File: src/rtl/qos_csr_bank.sv
// QoS channel-selection CSR bank: shadowed configuration with explicit commit,
// input snapshots for status/error reads, sticky signal-loss flags and interrupt.
module qos_csr_bank #(
    parameter int unsigned N_CH    = 4,
    parameter int unsigned ERR_W   = 8,
    parameter int unsigned TIMER_W = 20
) (
    input  logic                            clk,
    input  logic                            rst,
    input  logic                            mm_write_en,
    input  logic                            mm_read_en,
    input  logic [7:0]                      mm_addr,
    input  logic [31:0]                     mm_wdata,
    output logic [31:0]                     mm_rdata,
    output logic                            mm_rvalid,
    output logic                            mm_error,
    output logic                            fallback_enable,
    output logic                            manual_enable,
    output logic [$clog2(N_CH)-1:0]         manual_channel,
    output logic [$clog2(N_CH)*N_CH-1:0]    channel_priority,
    output logic [TIMER_W-1:0]              reset_timer,
    output logic                            valid_config,
    output logic                            irq,
    input  logic [$clog2(N_CH)-1:0]         active_channel,
    input  logic [N_CH-1:0]                 signal_present,
    input  logic [N_CH*ERR_W-1:0]           error_count
);

    localparam int unsigned CW  = $clog2(N_CH);
    localparam int unsigned PW  = CW * N_CH;
    localparam int unsigned CTW = CW + 2;
    localparam logic [31:0] ID_VAL = {8'h02, 8'(N_CH), 8'(ERR_W), 8'(TIMER_W)};

    typedef enum logic [7:0] {
        ADDR_CTRL   = 8'h00,
        ADDR_PRIO   = 8'h01,
        ADDR_TIMER  = 8'h02,
        ADDR_COMMIT = 8'h03,
        ADDR_STATUS = 8'h04,
        ADDR_LOSS   = 8'h05,
        ADDR_IRQ_EN = 8'h06,
        ADDR_ID     = 8'h07,
        ADDR_ERR0   = 8'h08
    } addr_e;

    logic [CTW-1:0]        r_ctrl_sh, r_ctrl_act;
    logic [PW-1:0]         r_prio_sh, r_prio_act;
    logic [TIMER_W-1:0]    r_timer_sh, r_timer_act;
    logic [N_CH-1:0]       r_loss, r_irq_en, r_sig_snap;
    logic [CW-1:0]         r_act_snap;
    logic [N_CH*ERR_W-1:0] r_err_snap;
    logic [31:0]           r_rdata;
    logic                  r_rvalid, r_error, r_valid_cfg, r_irq;

    logic [31:0]           w_rdata;
    logic                  w_rd_bad, w_wr_bad, w_commit;
    logic [N_CH-1:0]       w_loss_clr;
    logic                  w_unused_wdata;

    assign w_unused_wdata = ^mm_wdata;

    always_comb begin
        w_rdata  = '0;
        w_rd_bad = 1'b0;
        case (mm_addr)
            ADDR_CTRL:   w_rdata = 32'(r_ctrl_sh);
            ADDR_PRIO:   w_rdata = 32'(r_prio_sh);
            ADDR_TIMER:  w_rdata = 32'(r_timer_sh);
            ADDR_STATUS: w_rdata = 32'({r_sig_snap, 4'(r_act_snap)});
            ADDR_LOSS:   w_rdata = 32'(r_loss);
            ADDR_IRQ_EN: w_rdata = 32'(r_irq_en);
            ADDR_ID:     w_rdata = ID_VAL;
            default: begin
                // COMMIT and everything past the last ERR slot read as an error
                w_rd_bad = 1'b1;
                for (int unsigned k = 0; k < N_CH; k++) begin
                    if (mm_addr == 8'(ADDR_ERR0 + k)) begin
                        w_rdata  = 32'(r_err_snap[k*ERR_W +: ERR_W]);
                        w_rd_bad = 1'b0;
                    end
                end
            end
        endcase
    end

    always_comb begin
        case (mm_addr)
            ADDR_CTRL, ADDR_PRIO, ADDR_TIMER,
            ADDR_COMMIT, ADDR_LOSS, ADDR_IRQ_EN: w_wr_bad = 1'b0;
            default:                             w_wr_bad = 1'b1;
        endcase
    end

    assign w_commit   = mm_write_en && (mm_addr == ADDR_COMMIT) && mm_wdata[0];
    assign w_loss_clr = (mm_write_en && (mm_addr == ADDR_LOSS)) ? mm_wdata[N_CH-1:0] : '0;

    always_ff @(posedge clk or posedge rst) begin
        if (rst) begin
            r_ctrl_sh   <= '0;
            r_prio_sh   <= '0;
            r_timer_sh  <= '0;
            r_ctrl_act  <= '0;
            r_prio_act  <= '0;
            r_timer_act <= '0;
            r_loss      <= '0;
            r_irq_en    <= '0;
            r_sig_snap  <= '0;
            r_act_snap  <= '0;
            r_err_snap  <= '0;
            r_rdata     <= '0;
            r_rvalid    <= 1'b0;
            r_error     <= 1'b0;
            r_valid_cfg <= 1'b0;
            r_irq       <= 1'b0;
        end else begin
            r_sig_snap  <= signal_present;
            r_act_snap  <= active_channel;
            r_err_snap  <= error_count;
            // A new fall on the snapshot overrides a same-cycle W1C clear
            r_loss      <= (r_loss & ~w_loss_clr) | (r_sig_snap & ~signal_present);
            r_irq       <= |(r_loss & r_irq_en);
            r_rvalid    <= mm_read_en;
            r_error     <= (mm_read_en & w_rd_bad) | (mm_write_en & w_wr_bad);
            r_valid_cfg <= w_commit;
            if (mm_read_en)
                r_rdata <= w_rdata;
            if (mm_write_en) begin
                case (mm_addr)
                    ADDR_CTRL:   r_ctrl_sh  <= mm_wdata[CTW-1:0];
                    ADDR_PRIO:   r_prio_sh  <= mm_wdata[PW-1:0];
                    ADDR_TIMER:  r_timer_sh <= mm_wdata[TIMER_W-1:0];
                    ADDR_IRQ_EN: r_irq_en   <= mm_wdata[N_CH-1:0];
                    default: ;
                endcase
            end
            if (w_commit) begin
                r_ctrl_act  <= r_ctrl_sh;
                r_prio_act  <= r_prio_sh;
                r_timer_act <= r_timer_sh;
            end
        end
    end

    assign mm_rdata         = r_rdata;
    assign mm_rvalid        = r_rvalid;
    assign mm_error         = r_error;
    assign fallback_enable  = r_ctrl_act[0];
    assign manual_enable    = r_ctrl_act[1];
    assign manual_channel   = r_ctrl_act[CTW-1:2];
    assign channel_priority = r_prio_act;
    assign reset_timer      = r_timer_act;
    assign valid_config     = r_valid_cfg;
    assign irq              = r_irq;

endmodule

File: config.mk
export PLATFORM = sky130hd
export DESIGN_NAME = qos_csr_bank
export DESIGN_NICKNAME = d
export VERILOG_FILES = /design/src/rtl/qos_csr_bank.sv
export SDC_FILE = /design/constraint.sdc
export NUM_CORES = 1
export LEC_CHECK = 0
export BUFFER_PORTS_ARGS = -buffer_cell sky130_fd_sc_hd__buf_2
export CAP_MARGIN = 20
export CORE_MARGIN = 2
export CORE_UTILIZATION = 29
export DETAILED_ROUTE_END_ITERATION = 10
export PLACE_DENSITY = 0.5
export SLEW_MARGIN = 25
export SYNTH_ARGS = -nofsm -noshare
export SYNTH_HDL_FRONTEND = slang
export SYNTH_SLANG_ARGS = --single-unit
File: constraint.sdc
create_clock -name clk -period 5.4 [get_ports clk]
set_clock_uncertainty 0.2 [all_clocks]
set_input_delay 0.81 -clock clk [delete_from_list [all_inputs] [get_ports clk]]
set_output_delay 0.81 -clock clk [all_outputs]
set_load 0.005 [all_outputs]
==> impl_metrics.toml <==
[outcome]
status = "complete, but fails checks"
violations = "DRC"

[logic_synthesis]
ys_seq_area_share_pct = 62.97
synth_cells = 372
syn_area_sq_um = 5365
syn_avg_cell_area_sq_um = 14.42
ys.warnings.count = 0
ys_seq_elements = 135
async_reset_ff_share_pct = 100.0
ys_types = 46
synth_ff_type = "dfrtp_1"
synth-edff-count = 0

[sta]
rsz0062_at_grt = "no"
finalCriticalPeriod_ns = 3.057
post-route-period-util_pct = 56.61
finalSetupViolations = 0
slew_violations = 0
timing.slew.headroom_pct = 30.87
timing.hold.ws_ns = 0.2734
hold_violations = 0
fmax_ghz = 0.3271
worst_pin_slew_ns = 1.028
setup_tns_ns = 0

[critical_path]
crit_chain = "buf_2 -> inv_1 -> nor3_2 -> and4_1 -> buf_4 -> mux2_2"
slowest_stage = "and4_1"
critPathMaxFanout = 28
r2r-start = "r_irq_en[0]"
cp-end-kind = "flop"
worst-setup-path-type = "in -> reg"
required_ns = 5.49
worst_setup_path_start_kind = "input pin"
critPathTopFamily = "buffers and inverters"
cp.arrival_ns = 3.15
slowest_delay_ns = 0.55
crit_buf_inv = 3
cp-startpoint = "mm_addr[1]"

[grt]
antenna_found_initial = 0
overflow = 0
grt_max_degree = 92
grt_pass1_vias = 3588
track_usage_pct = 13.79
grt_pass1_wl_um = 20420

[clock_network]
htreeDepth = 4
cts_root_buf = "clkbuf_16"
cts_buffer_depth = 2
post_cts_buffers = 0
cts_sinks = 135
ctsResizeCount = 0
clkTransAtPathRegs_ns = 0.05
clk_latency_ns = 0.41
cts_tree = "built"
cts_made_buffers = 17
postCtsHoldBufs = 0

[power_and_ir_drop]
ir_drop_uv = 229.0
power_frac_clock_pct = 49.6
seq_power_share_pct = 45.0
p_leak_nw = 3.380
p_int_mw = 1.872
power_density_nw_per_um2 = 349.4
power_frac_comb_pct = 5.4
power.switching_mw = 0.4929
p_sw_share_pct = 20.84

[die]
initial_core_util_pct = 29.66
core_area_sq_um = 18090
die_w_um = 140.0
die_height_um = 140.0
num_rows = 49
die_area_sq_um = 19600
io_pins = 150

[layout]
mostFrequentLayoutCells = "dfrtp_1 (135), buf_2 (126), mux2_2 (67)"
fin_area_sq_um = 6768
regArea_sq_um = 3378
fill_cells = 1750
drive_gt1_share_pct = 47.06
final_common_cell = "dfrtp_1"
area.growth.synth_to_final_pct = 26.14
multiInputGateArea_sq_um = 1775
utilization_pct = 37.42
final_nets = 580

[detailed_routing]
post_drt_wl_per_cell_um = 17.57
drtPass1Iterations = 10
num_vias = 3461
vias_per_cell = 4.671
drc = 32
drt_iter0_drc = 148
routed_wl_um = 13020
postRouteAntennaNets = 0

[place]
port-buffer-count = 126
dpl_cell_area_sq_um = 6155
place.gp.congestion = 0.7818
dpl.hpwl_um = 9134

[worst_hold_path]
hp-start = "r_sig_snap[1]"
hold_class = "reg -> reg"

[run]
cap_violations = 0
==> final cells by class <==
cell class / count / area share [%]
sequential: 135 / 49.92
multi-input combinational: 200 / 26.23
timing repair buffer: 129 / 9.651
clock buffer: 23 / 7.210
tap: 229 / 4.234
clock inverter: 8 / 1.775
inverter: 15 / 0.9059
antenna: 2 / 0.07395
==> state kept, by name, indices dropped and copies added, names as in the netlist, 2 cells and up <==
name              count
r_sig_snap            4
r_ctrl_act            4
r_loss                4
r_err_snap           32
reset_timer          20
r_irq_en              4
channel_priority      8
mm_rdata             21
r_act_snap            2
r_prio_sh             8
r_timer_sh           20
r_ctrl_sh             4
==> metal layers <==
metal  vias to the layer above  part of all wire (%)  GRT usage [%]
met5                         -                     0              0
met4                         0                  0.96          3.934
met3                         9                   6.3          4.581
met2                       115                    48          21.49
met1                      1758                    45          18.49
li1                       1579                     -              -
==> power by group through the flow <==
stage,Combinational [mW],Clock [mW],Sequential (mW)
2_1_floorplan,0.0793,0,1.08
3_3_place_gp,0.129,0,1.08
3_5_place_dp,0.132,0,1.08
4_1_cts,0.132,1.21,1.06
5_1_grt,0.144,1.26,1.07
6_report,0.128,1.17,1.06
==> final timing paths <==
check | end | slack (ns) | depth (start not counted)
setup / recovery | reset_timer[13] | 2.34 | 6
hold reg to reg | r_loss[1] | 0.27 | 1
setup reg to reg | mm_rdata[0] | 3.77 | 4
hold / removal | r_loss[1] | 0.27 | 1
max in group asynchronous | r_timer_sh[18] | 3.51 | 3
min in group asynchronous | mm_rdata[13] | 0.36 | 2
==> worst register-to-register path, cell delays in order, from the launching register on <==
cell and delay, ns:
dfrtp_1 0.41, mux4_2 0.49, o2bb2ai_1 0.14, a22oi_1 0.18, a21oi_1 0.09
==> cell usage after synthesis (2+ instances only) <==
cell	instances	area [sq um]
and4_1	3	26.28
o311ai_0	2	17.52
inv_1	14	52.55
and3_1	2	12.51
a22o_1	13	113.9
o2bb2ai_1	5	43.79
a31oi_1	6	37.54
nor2_1	11	41.29
dfrtp_1	135	3378
mux2i_1	5	50.05
a21oi_1	9	45.04
o21ai_0	7	35.03
buf_4	16	120.1
buf_2	4	20.02
mux4_2	9	202.7
mux2_2	67	754.5
a22oi_1	3	22.52
clkbuf_1	10	37.54
nand3b_1	6	45.04
nor3b_1	2	15.01
nand2b_1	3	18.77
or4_4	2	22.52
o221ai_1	2	17.52
nor2b_1	2	12.51
nand2_1	11	41.29
and2_1	3	18.77
==> stage by stage <==
step / instances / worst slack, ns / power (mW)
2_1_floorplan: 382 / 0.7789 / 1.156
3_3_place_gp: 708 / 1.937 / 1.208
3_5_place_dp: 708 / 1.865 / 1.213
4_1_cts: 739 / 2.292 / 2.407
5_1_grt: 739 / 2.197 / 2.474
6_report: 741 / 2.343 / 2.365
==> logic make-up (layout without fill, tap and decap cells) <==
| group | count (synthesis) | count (layout) | share of synthesized area, % |
|---|---|---|---|
| compound gates | 56 | 56 | 7.556 |
| other cells | 1 | 13 | 0.06990 |
| flops | 135 | 135 | 62.97 |
| simple gates | 51 | 51 | 5.784 |
| mux | 82 | 82 | 18.98 |
| buf+inv | 47 | 175 | 4.641 |
No activity file was read; power rests on OpenSTA's default activity.
